`src/rtl/cv32e40p_mac_seq_ctrl.sv`:
```
// Dot-product sequencer for the Q16.16 MAC: fetches A[k]/B[k] pairs over a
// single-outstanding req/gnt/rvalid port, steps the MAC, then applies bias and optional ReLU.
module cv32e40p_mac_seq_ctrl #(
    parameter int ADDR_W = 32,
    parameter int LEN_W  = 16
) (
    input  logic              clk_i,
    input  logic              rst_n_global_i,
    input  logic              start_i,
    input  logic              abort_i,
    input  logic [ADDR_W-1:0] a_base_i,
    input  logic [ADDR_W-1:0] b_base_i,
    input  logic [ADDR_W-1:0] a_stride_i,
    input  logic [ADDR_W-1:0] b_stride_i,
    input  logic [LEN_W-1:0]  len_i,
    input  logic [31:0]       bias_i,
    input  logic              relu_en_i,
    output logic              data_req_o,
    output logic [ADDR_W-1:0] data_addr_o,
    input  logic              data_gnt_i,
    input  logic              data_rvalid_i,
    input  logic [31:0]       data_rdata_i,
    output logic              mac_clr_o,
    output logic              mac_en_o,
    output logic [31:0]       mac_a_o,
    output logic [31:0]       mac_b_o,
    input  logic [31:0]       mac_result_i,
    output logic              busy_o,
    output logic              done_o,
    output logic [31:0]       result_o
);

    typedef enum logic [2:0] {
        IDLE, CLEAR, REQ_A, WAIT_A, REQ_B, WAIT_B, ACC, DRAIN
    } state_e;

    state_e            state_q, state_d;
    logic [ADDR_W-1:0] a_ptr_q, b_ptr_q, a_stride_q, b_stride_q;
    logic [LEN_W-1:0]  len_q, k_q;
    logic [31:0]       bias_q, op_a_q, op_b_q, result_q, sum, drain_val;
    logic              relu_q, abort_q, done_q;
    logic              aborting;

    // NOTE: state and datapath registers use non-blocking assignments so every
    // flop samples the pre-edge values, independent of block ordering.
    always_ff @(posedge clk_i or negedge rst_n_global_i) begin
        if (!rst_n_global_i) state_q <= IDLE;
        else                 state_q <= state_d;
    end

    // A pending read must still be consumed after an abort, so the flag is
    // combined with the live request while waiting for rvalid.
    assign aborting = abort_i || abort_q;

    // NOTE: every output of this block gets a default first so no path can
    // leave a value unassigned and infer a latch.
    always_comb begin
        state_d     = state_q;
        data_req_o  = 1'b0;
        data_addr_o = '0;
        mac_clr_o   = 1'b0;
        mac_en_o    = 1'b0;
        unique case (state_q)
            IDLE:   if (start_i) state_d = CLEAR;
            CLEAR: begin
                mac_clr_o = 1'b1;
                if (abort_i)            state_d = IDLE;
                else if (len_q != '0)   state_d = REQ_A;
                else                    state_d = DRAIN;
            end
            REQ_A: begin
                data_req_o  = 1'b1;
                data_addr_o = a_ptr_q;
                if (data_gnt_i)   state_d = WAIT_A;
                else if (abort_i) state_d = IDLE;
            end
            WAIT_A: if (data_rvalid_i) state_d = aborting ? IDLE : REQ_B;
            REQ_B: begin
                data_req_o  = 1'b1;
                data_addr_o = b_ptr_q;
                if (data_gnt_i)   state_d = WAIT_B;
                else if (abort_i) state_d = IDLE;
            end
            WAIT_B: if (data_rvalid_i) state_d = aborting ? IDLE : ACC;
            ACC: begin
                mac_en_o = 1'b1;
                if (abort_i)                 state_d = IDLE;
                else if (k_q + 1'b1 == len_q) state_d = DRAIN;
                else                         state_d = REQ_A;
            end
            DRAIN:   state_d = IDLE;
            default: state_d = IDLE;
        endcase
    end

    assign sum       = mac_result_i + bias_q;
    assign drain_val = (relu_q && sum[31]) ? 32'h0 : sum;

    always_ff @(posedge clk_i or negedge rst_n_global_i) begin
        if (!rst_n_global_i) begin
            a_ptr_q    <= '0;
            b_ptr_q    <= '0;
            a_stride_q <= '0;
            b_stride_q <= '0;
            len_q      <= '0;
            k_q        <= '0;
            bias_q     <= '0;
            relu_q     <= 1'b0;
            op_a_q     <= '0;
            op_b_q     <= '0;
            abort_q    <= 1'b0;
            result_q   <= '0;
            done_q     <= 1'b0;
        end else begin
            done_q <= (state_q == DRAIN);
            if (state_q == IDLE) begin
                abort_q <= 1'b0;
            end else if (abort_i && (state_q == WAIT_A || state_q == WAIT_B ||
                         ((state_q == REQ_A || state_q == REQ_B) && data_gnt_i))) begin
                // A grant in the abort cycle still leaves data in flight.
                abort_q <= 1'b1;
            end
            unique case (state_q)
                IDLE: if (start_i) begin
                    a_ptr_q    <= a_base_i;
                    b_ptr_q    <= b_base_i;
                    a_stride_q <= a_stride_i;
                    b_stride_q <= b_stride_i;
                    len_q      <= len_i;
                    bias_q     <= bias_i;
                    relu_q     <= relu_en_i;
                    k_q        <= '0;
                end
                REQ_A:  if (data_gnt_i)    a_ptr_q <= a_ptr_q + a_stride_q;
                REQ_B:  if (data_gnt_i)    b_ptr_q <= b_ptr_q + b_stride_q;
                WAIT_A: if (data_rvalid_i) op_a_q  <= data_rdata_i;
                WAIT_B: if (data_rvalid_i) op_b_q  <= data_rdata_i;
                ACC:    k_q      <= k_q + 1'b1;
                DRAIN:  result_q <= drain_val;
                default: ;
            endcase
        end
    end

    assign mac_a_o  = op_a_q;
    assign mac_b_o  = op_b_q;
    assign busy_o   = (state_q != IDLE);
    assign done_o   = done_q;
    assign result_o = result_q;

endmodule

```
`config.mk`:
```
export PLATFORM = sky130hd
export DESIGN_NAME = cv32e40p_mac_seq_ctrl
export DESIGN_NICKNAME = d
export VERILOG_FILES = /design/src/rtl/cv32e40p_mac_seq_ctrl.sv
export SDC_FILE = /design/constraint.sdc
export NUM_CORES = 1
export LEC_CHECK = 0
export CELL_PAD_IN_SITES_DETAIL_PLACEMENT = 0
export CELL_PAD_IN_SITES_GLOBAL_PLACEMENT = 1
export CORE_MARGIN = 2
export CORE_UTILIZATION = 35
export CTS_CLUSTER_DIAMETER = 150
export CTS_CLUSTER_SIZE = 14
export DETAILED_ROUTE_END_ITERATION = 12
export HOLD_SLACK_MARGIN = 0.15
export PLACE_DENSITY = 0.76
export SYNTH_ARGS = -nofsm -noshare
export SYNTH_HDL_FRONTEND = slang
export SYNTH_SLANG_ARGS = --single-unit
```
`constraint.sdc`:
```
create_clock -name clk_i -period 2.94 [get_ports clk_i]
set_input_delay 0.588 -clock clk_i [delete_from_list [all_inputs] [get_ports clk_i]]
set_output_delay 0.588 -clock clk_i [all_outputs]
set_load 0.03 [all_outputs]
```
# Yosys cells after proc, flatten, opt, wreduce, memory -nomap -nowiden

Index checks and enable logic that the tools add are counted.

Bits in registers: 294
Bits of input ports: 247
Word-level logic and storage cells: 81

$add $sub $neg: 4
Equality and inequality tests: 13
Multiplexer cells: 28
Reduce and logical (&&, ||, !) cells: 22

Operator list:

| kind                    | number |
|---|---|
| $pmux W32 S2            | 3 |
| $mux W32                | 5 |
| $add A32 B32 Y32        | 3 |
| $mux W3                 | 12 |
| $pmux W16 S2            | 1 |
| $pmux W3 S8             | 1 |
| $add A16 B1 Y16 const B | 1 |
| $eq A16 B16 Y1          | 1 |
| $mux W16                | 1 |
| $reduce_bool A16 Y1     | 1 |
| $eq A3 B3 Y1 const B    | 4 |
| $ne A2 B2 Y1 const B    | 5 |
| $reduce_and A3 Y1       | 3 |
| $reduce_and A2 Y1       | 4 |
| $reduce_bool A2 Y1      | 4 |
| $eq A3 B2 Y1 const B    | 2 |
| $mux W1                 | 5 |
| $logic_or A1 B1 Y1      | 4 |
| $eq A3 B1 Y1 const B    | 1 |
| $logic_and A1 B1 Y1     | 3 |
| $logic_not A3 Y1        | 1 |
| $reduce_bool A3 Y1      | 1 |
| $reduce_or A2 Y1        | 1 |

# Logic depth before layout (Yosys ltp)

Gate-level depths: netlist of the first run.

Depth after elaboration: 7
Depth in mapped cells: 12

# Worst setup path before layout of the first run

No wires, ideal clock.

Kind: input to register
Start: input port mac_result_i[0]
End: register result_q[28], in the netlist result_o[28]
Arrival: 2.711 ns
Data required time: 2.819 ns
Path slack: 0.108 ns
Cell stages on the path: 11
Buffers on the path: 0
Cell sequence: ha_1 > fa_1 > a21oi_1 > o21ai_0 > a21oi_1 > a31oi_1 > a21oi_1 > o21ai_0 > a41oi_1 > xnor2_1 > a22o_1

Word-level cells in the longest chain between the ends: 3

Ends and longest elaborated chain:

| what                   | line | RTL |
|---|---|---|
| start: declaration     | 27   | `input logic [31:0] mac_result_i,` |
| $add A32 B32 Y32 *     | 96   | `assign sum = mac_result_i + bias_q;` |
| $logic_and A1 B1 Y1    | 97   | `assign drain_val = (relu_q && sum[31]) ? 32'h0 : sum;` |
| $mux W32 *             | 97   |  |
| end signal: assignment | 139  | `DRAIN: result_q <= drain_val;` |
| end: declaration       | 40   | `logic [31:0] bias_q, op_a_q, op_b_q, result_q, sum, drain_val;` |

Every way passes the cells marked *; elsewhere a longest branch is shown, timed or not.
A chain may end at the register's enable or synchronous reset.

# Worst setup path after layout of the first run

Start: input port mac_result_i[8]
End: register result_q[3], in the netlist result_o[3]

Word-level cells in the longest chain between the ends: 3

Ends and longest elaborated chain:

| what                | line |
|---|---|
| $add A32 B32 Y32    | 96 |
| $logic_and A1 B1 Y1 | 97 |
| $mux W32            | 97 |

Every way passes these cells.

==> impl_metrics.env, run 1 <==
export IMPL_first_global_vias=16117
export IMPL_finClkSkew_ns=0.01396
export IMPL_synth_warning_count=0
export IMPL_drt_iter0_markers=818
export IMPL_end_kind="register"
export IMPL_clk_pin_slew_ns=0.06
export IMPL_ant_nets=0
export IMPL_setup_viol=0
export IMPL_cpMaxStageDelayCell="clkdlybuf4s50_1"
export IMPL_row_count=81
export IMPL_h_tree_depth=1
export IMPL_status="complete, no violations"
export IMPL_post_drt_wl_per_cell_um=18.79
export IMPL_cts_tree="done"
export IMPL_syn_instance_count=1919
export IMPL_coreArea_sq_mm=0.04875
export IMPL_io_pins=380
export IMPL_maxCapViolCount=0
export IMPL_cp_max_fo=19
export IMPL_fmax_ghz=0.3513
export IMPL_pwr_share_seq=0.272
export IMPL_p_clk_frac=0.110
export IMPL_dp_final_hpwl_um=43840
export IMPL_numClockSinks=294
export IMPL_numPlacedInstances=3022
export IMPL_antenna_found_initial=11
export IMPL_grt_usage=0.2240
export IMPL_io_buffers=379
export IMPL_synthFlopType="dfrtp_1"
export IMPL_vias=15774
export IMPL_grt_pass1_wl_um=89580
export IMPL_synth_area_leaders="dfrtp_1 (43%), nand2_1 (10%), ha_1 (6.8%)"
export IMPL_synth_area_per_cell_sq_um=8.955
export IMPL_synth_top_area_share=0.4281
export IMPL_clockBufferDepth=3
export IMPL_yosysTopAreaCell="dfrtp_1"
export IMPL_cp_slowest_stage_delay_ns=0.42
export IMPL_crit_family="compound AO/OA/AOI/OAI gates"
export IMPL_synth_edf_count=0
export IMPL_fin_crit_ns=2.846
export IMPL_slew_headroom=0.6111
export IMPL_gp_congestion=0.9168
export IMPL_final_util=0.4837
export IMPL_grt_max_degree=82
export IMPL_syn_to_final_growth_pct=37.22
export IMPL_synth_async_sr_flop_share=1.000
export IMPL_busiest_layer="met2"
export IMPL_syn_num_nets=2263
export IMPL_worstSetupPathType="input pin to register"
export IMPL_worstSetupStartpointType="input pin"
export IMPL_ir_drop_uv=636.7
export IMPL_clkLatencyLatePin_ns=0.56
export IMPL_use_met1=0.3022
export IMPL_dr_pass1_iters=6
export IMPL_use_met3=0.04905
export IMPL_min_period_over_period=0.9681
export IMPL_final_max_slew_viol_count=0
export IMPL_synth_seq_cells=294
export IMPL_met2_usage=0.3542
export IMPL_start_util=0.3525
export IMPL_synth_seq_area_share=0.4281
export IMPL_fillers=4643
export IMPL_cp_buffers_inverters=3
export IMPL_clockRootBuffer="clkbuf_16"
export IMPL_stdcell_count=3056
export IMPL_p_int_mw=14.99
export IMPL_power_density_mw_per_mm2=1161
export IMPL_hp_class="register to register"
export IMPL_fin_nets=2731
export IMPL_syn_cell_area_sq_mm=0.01719
export IMPL_synth_distinct_cells=86
export IMPL_post_drt_via_cell_ratio=5.162
export IMPL_drive_gt1_frac=0.1400
export IMPL_combPwrFrac=0.618
export IMPL_die_w_um=225.6
export IMPL_cp_data_arrival_time_ns=3.28
export IMPL_crit_required_ns=3.37
export IMPL_worstMarginPinSlew_ns=0.5817
export IMPL_p_leak_nw=10.95
export IMPL_die_area_sq_mm=0.05089
export IMPL_totalWireLength_um=57430
export IMPL_drc_errors=0
export IMPL_final_hold_viol_count=0
export IMPL_grt_overflow=0
export IMPL_path_cells="clkdlybuf4s50_1 > ha_1 > a21o_1 > a31o_2 > o21a_1 > o211ai_2 > a31oi_1 > buf_4 > a21boi_4 > xnor2_2 > a21oi_4 > buf_12 > a22o_1"
export IMPL_die_h_um=225.6
export IMPL_numCtsBuffers=24
export IMPL_setup_tns_final_ns=0
export IMPL_swShare=0.4522
export IMPL_p_sw_mw=12.37
worst reg2reg max path, stage by stage, from the launching register on:
cell      delay (ns)
dfrtp_1         0.44
ha_1            0.24
inv_1           0.07
fa_1            0.18
nor2b_1         0.07
o31a_1          0.27
o31ai_2         0.22
nand3_2         0.16
a211oi_4        0.33
a21oi_2         0.11
a2111o_1        0.43
a21oi_2         0.13
nor3_1          0.06
metal layers:
| layer | up-vias | wire, um |
|---|---|---|
| met2 | 400 | 25710 |
| met1 | 7563 | 26070 |
| met4 | 12 | 2202 |
| met5 | - | 71 |
| li1 | 7698 | - |
| met3 | 101 | 3378 |
cells in the mapped netlist (4+ instances only):
master	n
a211o_1	4
a211oi_1	11
a21o_1	40
a21oi_1	141
a22o_1	62
a31oi_1	26
a41oi_1	5
and2_1	9
and3_1	32
buf_1	8
buf_2	6
clkbuf_1	73
dfrtp_1	294
ha_1	94
inv_1	27
mux2_2	66
mux2i_1	8
nand2_1	460
nand2b_1	16
nand3_1	41
nand4_1	10
nor2_1	116
nor2b_1	14
nor3_1	23
nor4_1	9
o211ai_1	5
o21a_1	13
o21ai_0	114
o21bai_1	5
o221ai_1	5
o22ai_1	4
o31a_1	4
o31ai_1	9
xnor2_1	56
xor2_1	35
cell families after synthesis:
logic type | Yosys count | share of synthesized area
and+or+nand+nor | 747 | 0.1854
AOI/OAI and AO/OA | 497 | 0.1917
DFF | 294 | 0.4281
buffers and inverters | 118 | 0.02759
adders and majority gates | 97 | 0.07193
xor gates and xnor gates | 92 | 0.04732
muxes | 74 | 0.04791
path summary, 6_finish.rpt:
check / startpoint / end / slack [ns] / cells after the start
max in group asynchronous: rst_n_global_i / mac_a_o[4] / 1.59 / 3
min in group asynchronous: rst_n_global_i / bias_q[20] / 0.53 / 2
worst max-delay path: mac_result_i[8] / result_o[3] / 0.09 / 13
worst max register to register: b_ptr_q[0] / b_ptr_q[30] / 0.13 / 12
worst min-delay path: bias_q[24] / bias_q[24] / 0.48 / 2
worst min register to register: bias_q[24] / bias_q[24] / 0.48 / 2
sequential cells by signal, indices dropped and copies added (netlist names):
signal / cells
len_q: 16
bias_q: 32
result_o: 32
a_ptr_q: 32
done_o: 1
b_stride_q: 32
state_q: 3
abort_q: 1
mac_b_o: 32
a_stride_q: 32
mac_a_o: 32
k_q: 16
b_ptr_q: 32
relu_q: 1
timing repair:
item,CTS,global route
endpoints found under the setup margin,38,76
resized for setup,4,32
hold buffers,1,0
buffers inserted,0,2
hold endpoints to repair,42,0
pin swaps,1,11
final cells by class:
cell class / instances / area, sq um / share of cell area
sequential: 294 / 7360 / 0.3121
tap: 664 / 830.8 / 0.03523
inverter: 27 / 101.3 / 0.004298
multi-input combinational: 1507 / 9537 / 0.4044
antenna: 6 / 15.01 / 0.0006367
clock buffer: 25 / 625.6 / 0.02653
timing repair buffer: 533 / 5112 / 0.2168
placed cells by master, fill, tap and decap left out, types with 10 or more instances in the layout:
master	instances
a211oi_1	10
a21o_1	40
a21oi_1	134
a22o_1	62
a31oi_1	25
and3_1	31
buf_12	19
buf_4	168
clkbuf_16	25
clkdlybuf4s50_1	343
dfrtp_1	292
ha_1	93
inv_1	27
mux2_2	66
nand2_1	459
nand2b_1	16
nand3_1	39
nand4_1	10
nor2_1	113
nor2b_1	11
nor3_1	23
o21a_1	13
o21ai_0	110
xnor2_1	56
xor2_1	35
through the flow:
step	hold WS, ns	worst slack [ns]	cell area [sq um]	total power, mW
2_1_floorplan	0.2924	0.1076	17190	17.73
3_3_place_gp	0.4649	-0.5886	22760	23.82
3_5_place_dp	0.4703	-0.6528	22760	24.03
4_1_cts	0.4873	-0.01080	23410	27.26
5_1_grt	0.5090	-0.01396	23580	29.52
6_report	0.4823	0.09379	23580	27.37
power by group through the flow:
stage	registers (mW)	logic, mW	clock network, mW
floorplan	8.00	9.73	0
global placement	7.42	16.4	0
detailed placement	7.45	16.6	0
CTS	7.42	16.7	3.12
global route	7.65	18.6	3.23
finish	7.44	16.9	3.00
(Power assumes the default switching activity.)
==> run 2: changes to the inputs <==
- ABC_CLOCK_PERIOD_IN_PS: default -> 2940
==> results of run 2 <==
No change in the layout: final DEF, timing and power equal those of run 1.
==> run 3: changes to the inputs <==
- CTS_CLUSTER_DIAMETER: 150 -> default
==> run 3 against run 2 <==
Cell count is 1.2% higher. Critical path type unchanged. Power is 7.0% higher. Non-clock buffer count stayed put.
==> impl_metrics.env, run 3 (synthesis results as in run 1) <==
export IMPL_status="complete, no violations"
export IMPL_numClockSinks=294
export IMPL_gp_congestion=0.9168
export IMPL_post_drt_via_cell_ratio=5.138
export IMPL_final_hold_viol_count=0
export IMPL_ir_drop_uv=630.0
export IMPL_hp_class="register to register"
export IMPL_min_period_over_period=0.9687
export IMPL_power_mw=29.28
export IMPL_grt_pass1_wl_um=90450
export IMPL_row_count=81
export IMPL_io_pins=380
export IMPL_cts_tree="done"
export IMPL_worstRegToRegCells=12
export IMPL_most_common_layout_cells="nand2_1 (459), clkdlybuf4s50_1 (343), dfrtp_1 (293)"
export IMPL_cp_max_fo=19
export IMPL_io_buffers=379
export IMPL_combPwrFrac=0.579
export IMPL_crit_required_ns=3.35
export IMPL_p_sw_mw=12.76
export IMPL_setup_viol=0
export IMPL_die_area_sq_mm=0.05089
export IMPL_antenna_found_initial=10
export IMPL_fin_nets=2744
export IMPL_pwr_share_seq=0.254
export IMPL_placed_area_sq_mm=0.02276
export IMPL_stdcell_count=3092
export IMPL_ant_nets=0
export IMPL_clk_pin_slew_ns=0.06
export IMPL_first_global_vias=16195
export IMPL_worstSetupPathType="input pin to register"
export IMPL_clkLatencyLatePin_ns=0.56
export IMPL_fmax_ghz=0.3511
export IMPL_p_int_mw=16.52
export IMPL_final_common_cell="nand2_1"
export IMPL_vias=15886
export IMPL_fillers=4583
export IMPL_cp_data_arrival_time_ns=3.26
export IMPL_dr_pass1_iters=5
export IMPL_end_kind="register"
export IMPL_die_h_um=225.6
export IMPL_numPlacedInstances=3022
export IMPL_die_w_um=225.6
export IMPL_drc_errors=0
export IMPL_maxCapViolCount=0
export IMPL_r2r_setup_slack_ns=0.15
export IMPL_p_leak_nw=11.27
export IMPL_path_cells="clkdlybuf4s50_1 > ha_1 > buf_4 > a21o_1 > a21oi_1 > o31ai_2 > o211ai_2 > a31oi_1 > buf_4 > a21boi_4 > xnor2_2 > a21oi_4 > buf_12 > a22o_1"
export IMPL_worstMarginPinSlew_ns=0.6121
export IMPL_coreArea_sq_mm=0.04875
export IMPL_seqCellArea_sq_mm=0.007358
export IMPL_multi_input_area_sq_mm=0.009554
export IMPL_cpMaxStageDelayCell="clkdlybuf4s50_1"
export IMPL_clockBufferDepth=3
export IMPL_dp_final_hpwl_um=43840
export IMPL_syn_to_final_growth_pct=41.14
export IMPL_drive_gt1_frac=0.1527
export IMPL_final_max_slew_viol_count=0
export IMPL_cp_slowest_stage_delay_ns=0.40
export IMPL_stdcell_area_sq_mm=0.02425
export IMPL_setup_worst_path_end="result_o[3]"
export IMPL_grt_max_degree=82
export IMPL_worstSetupStartpointType="input pin"
export IMPL_start_util=0.3525
export IMPL_h_tree_depth=2
export IMPL_post_drt_wl_per_cell_um=18.76
export IMPL_numCtsBuffers=37
export IMPL_totalWireLength_um=58020
export IMPL_slew_headroom=0.5908
export IMPL_fin_crit_ns=2.848
export IMPL_power_density_mw_per_mm2=1207
export IMPL_grt_usage=0.2281
export IMPL_swShare=0.4359
export IMPL_drt_iter0_markers=945
export IMPL_worstReg2RegEnd="a_ptr_q[26]"
export IMPL_clockRootBuffer="clkbuf_16"
export IMPL_crit_path_start="mac_result_i[0]"
export IMPL_p_clk_frac=0.167
export IMPL_finClkSkew_ns=0.03780
export IMPL_grt_overflow=0
export IMPL_reg2reg_from="a_ptr_q[0]"
export IMPL_cpMostUsedCell="buf_4"
==> run 3: cell types whose count changed in the layout (fill, tap and decap cells not counted), sizes merged <==
cell,before,now
bufinv,0,6
inv,27,28
diode,6,5
clkbuf,25,45
clkinv,0,9
clkinvlp,0,1
==> run 3: area by class of cell <==
class | count | share of cell area
inverter | 27 | 0.004178
timing repair buffer | 533 | 0.2108
clock buffer | 45 | 0.04194
clock inverter | 17 | 0.01104
tap | 664 | 0.03425
multi-input combinational | 1507 | 0.3939
antenna | 5 | 0.0005159
sequential | 294 | 0.3034
==> run 3: critical path: cells and delay by family <==
kind	cells	cell delay (ns)
AOI/OAI and AO/OA	8	1.36
buffers and inverters	4	0.89
adders and majority gates	1	0.23
xor gates and xnor gates	1	0.16
==> run 3: stage by stage <==
stage          hold WS (ns)  utilization  worst slack, ns    TNS, ns
2_1_floorplan        0.2924            -           0.1076          0
3_3_place_gp         0.4649       0.4669          -0.5886     -14.15
3_5_place_dp         0.4703       0.4669          -0.6528     -15.89
4_1_cts              0.4878       0.4938          0.01637          0
5_1_grt              0.5074       0.4975        -0.001422  -0.001422
6_report             0.4803       0.4975          0.09188          0
==> run 3: power by group through the flow <==
stage / sequential, mW / combinational (mW) / clock (mW)
finish: 7.45 / 16.9 / 4.88
global route: 7.66 / 18.7 / 5.17
CTS: 7.43 / 16.7 / 5.02
detailed placement: 7.45 / 16.6 / 0
global placement: 7.42 / 16.4 / 0
floorplan: 8.00 / 9.73 / 0
==> run 3: metal layers <==
| metal | track usage | wire length [um] | up-vias |
|---|---|---|---|
| met1 | 0.3039 | 26300 | 7598 |
| met3 | 0.05256 | 3589 | 107 |
| li1 | - | - | 7741 |
| met4 | 0.09549 | 2310 | 12 |
| met5 | 0 | 70 | - |
| met2 | 0.3566 | 25750 | 428 |
==> run 3: worst min path at each step <==
stage	from	end	slack, ns	cells past startpoint
floorplan	rst_n_global_i	a_ptr_q[0]	0.29	0
global placement	bias_q[24]	bias_q[24]	0.46	2
detailed placement	bias_q[18]	bias_q[18]	0.47	2
CTS	b_stride_q[17]	b_stride_q[17]	0.49	2
global route	bias_q[13]	bias_q[13]	0.51	2
finish	bias_q[24]	bias_q[24]	0.48	2
==> run 3: timing repair <==
| item | in CTS | in global routing |
|---|---|---|
| hold buffers | 1 | 0 |
| endpoints found under the hold margin | 42 | 0 |
| pin swaps | 1 | 12 |
| setup buffers | 0 | 2 |
| resized for setup | 4 | 34 |
| endpoints found under the setup margin | 38 | 75 |
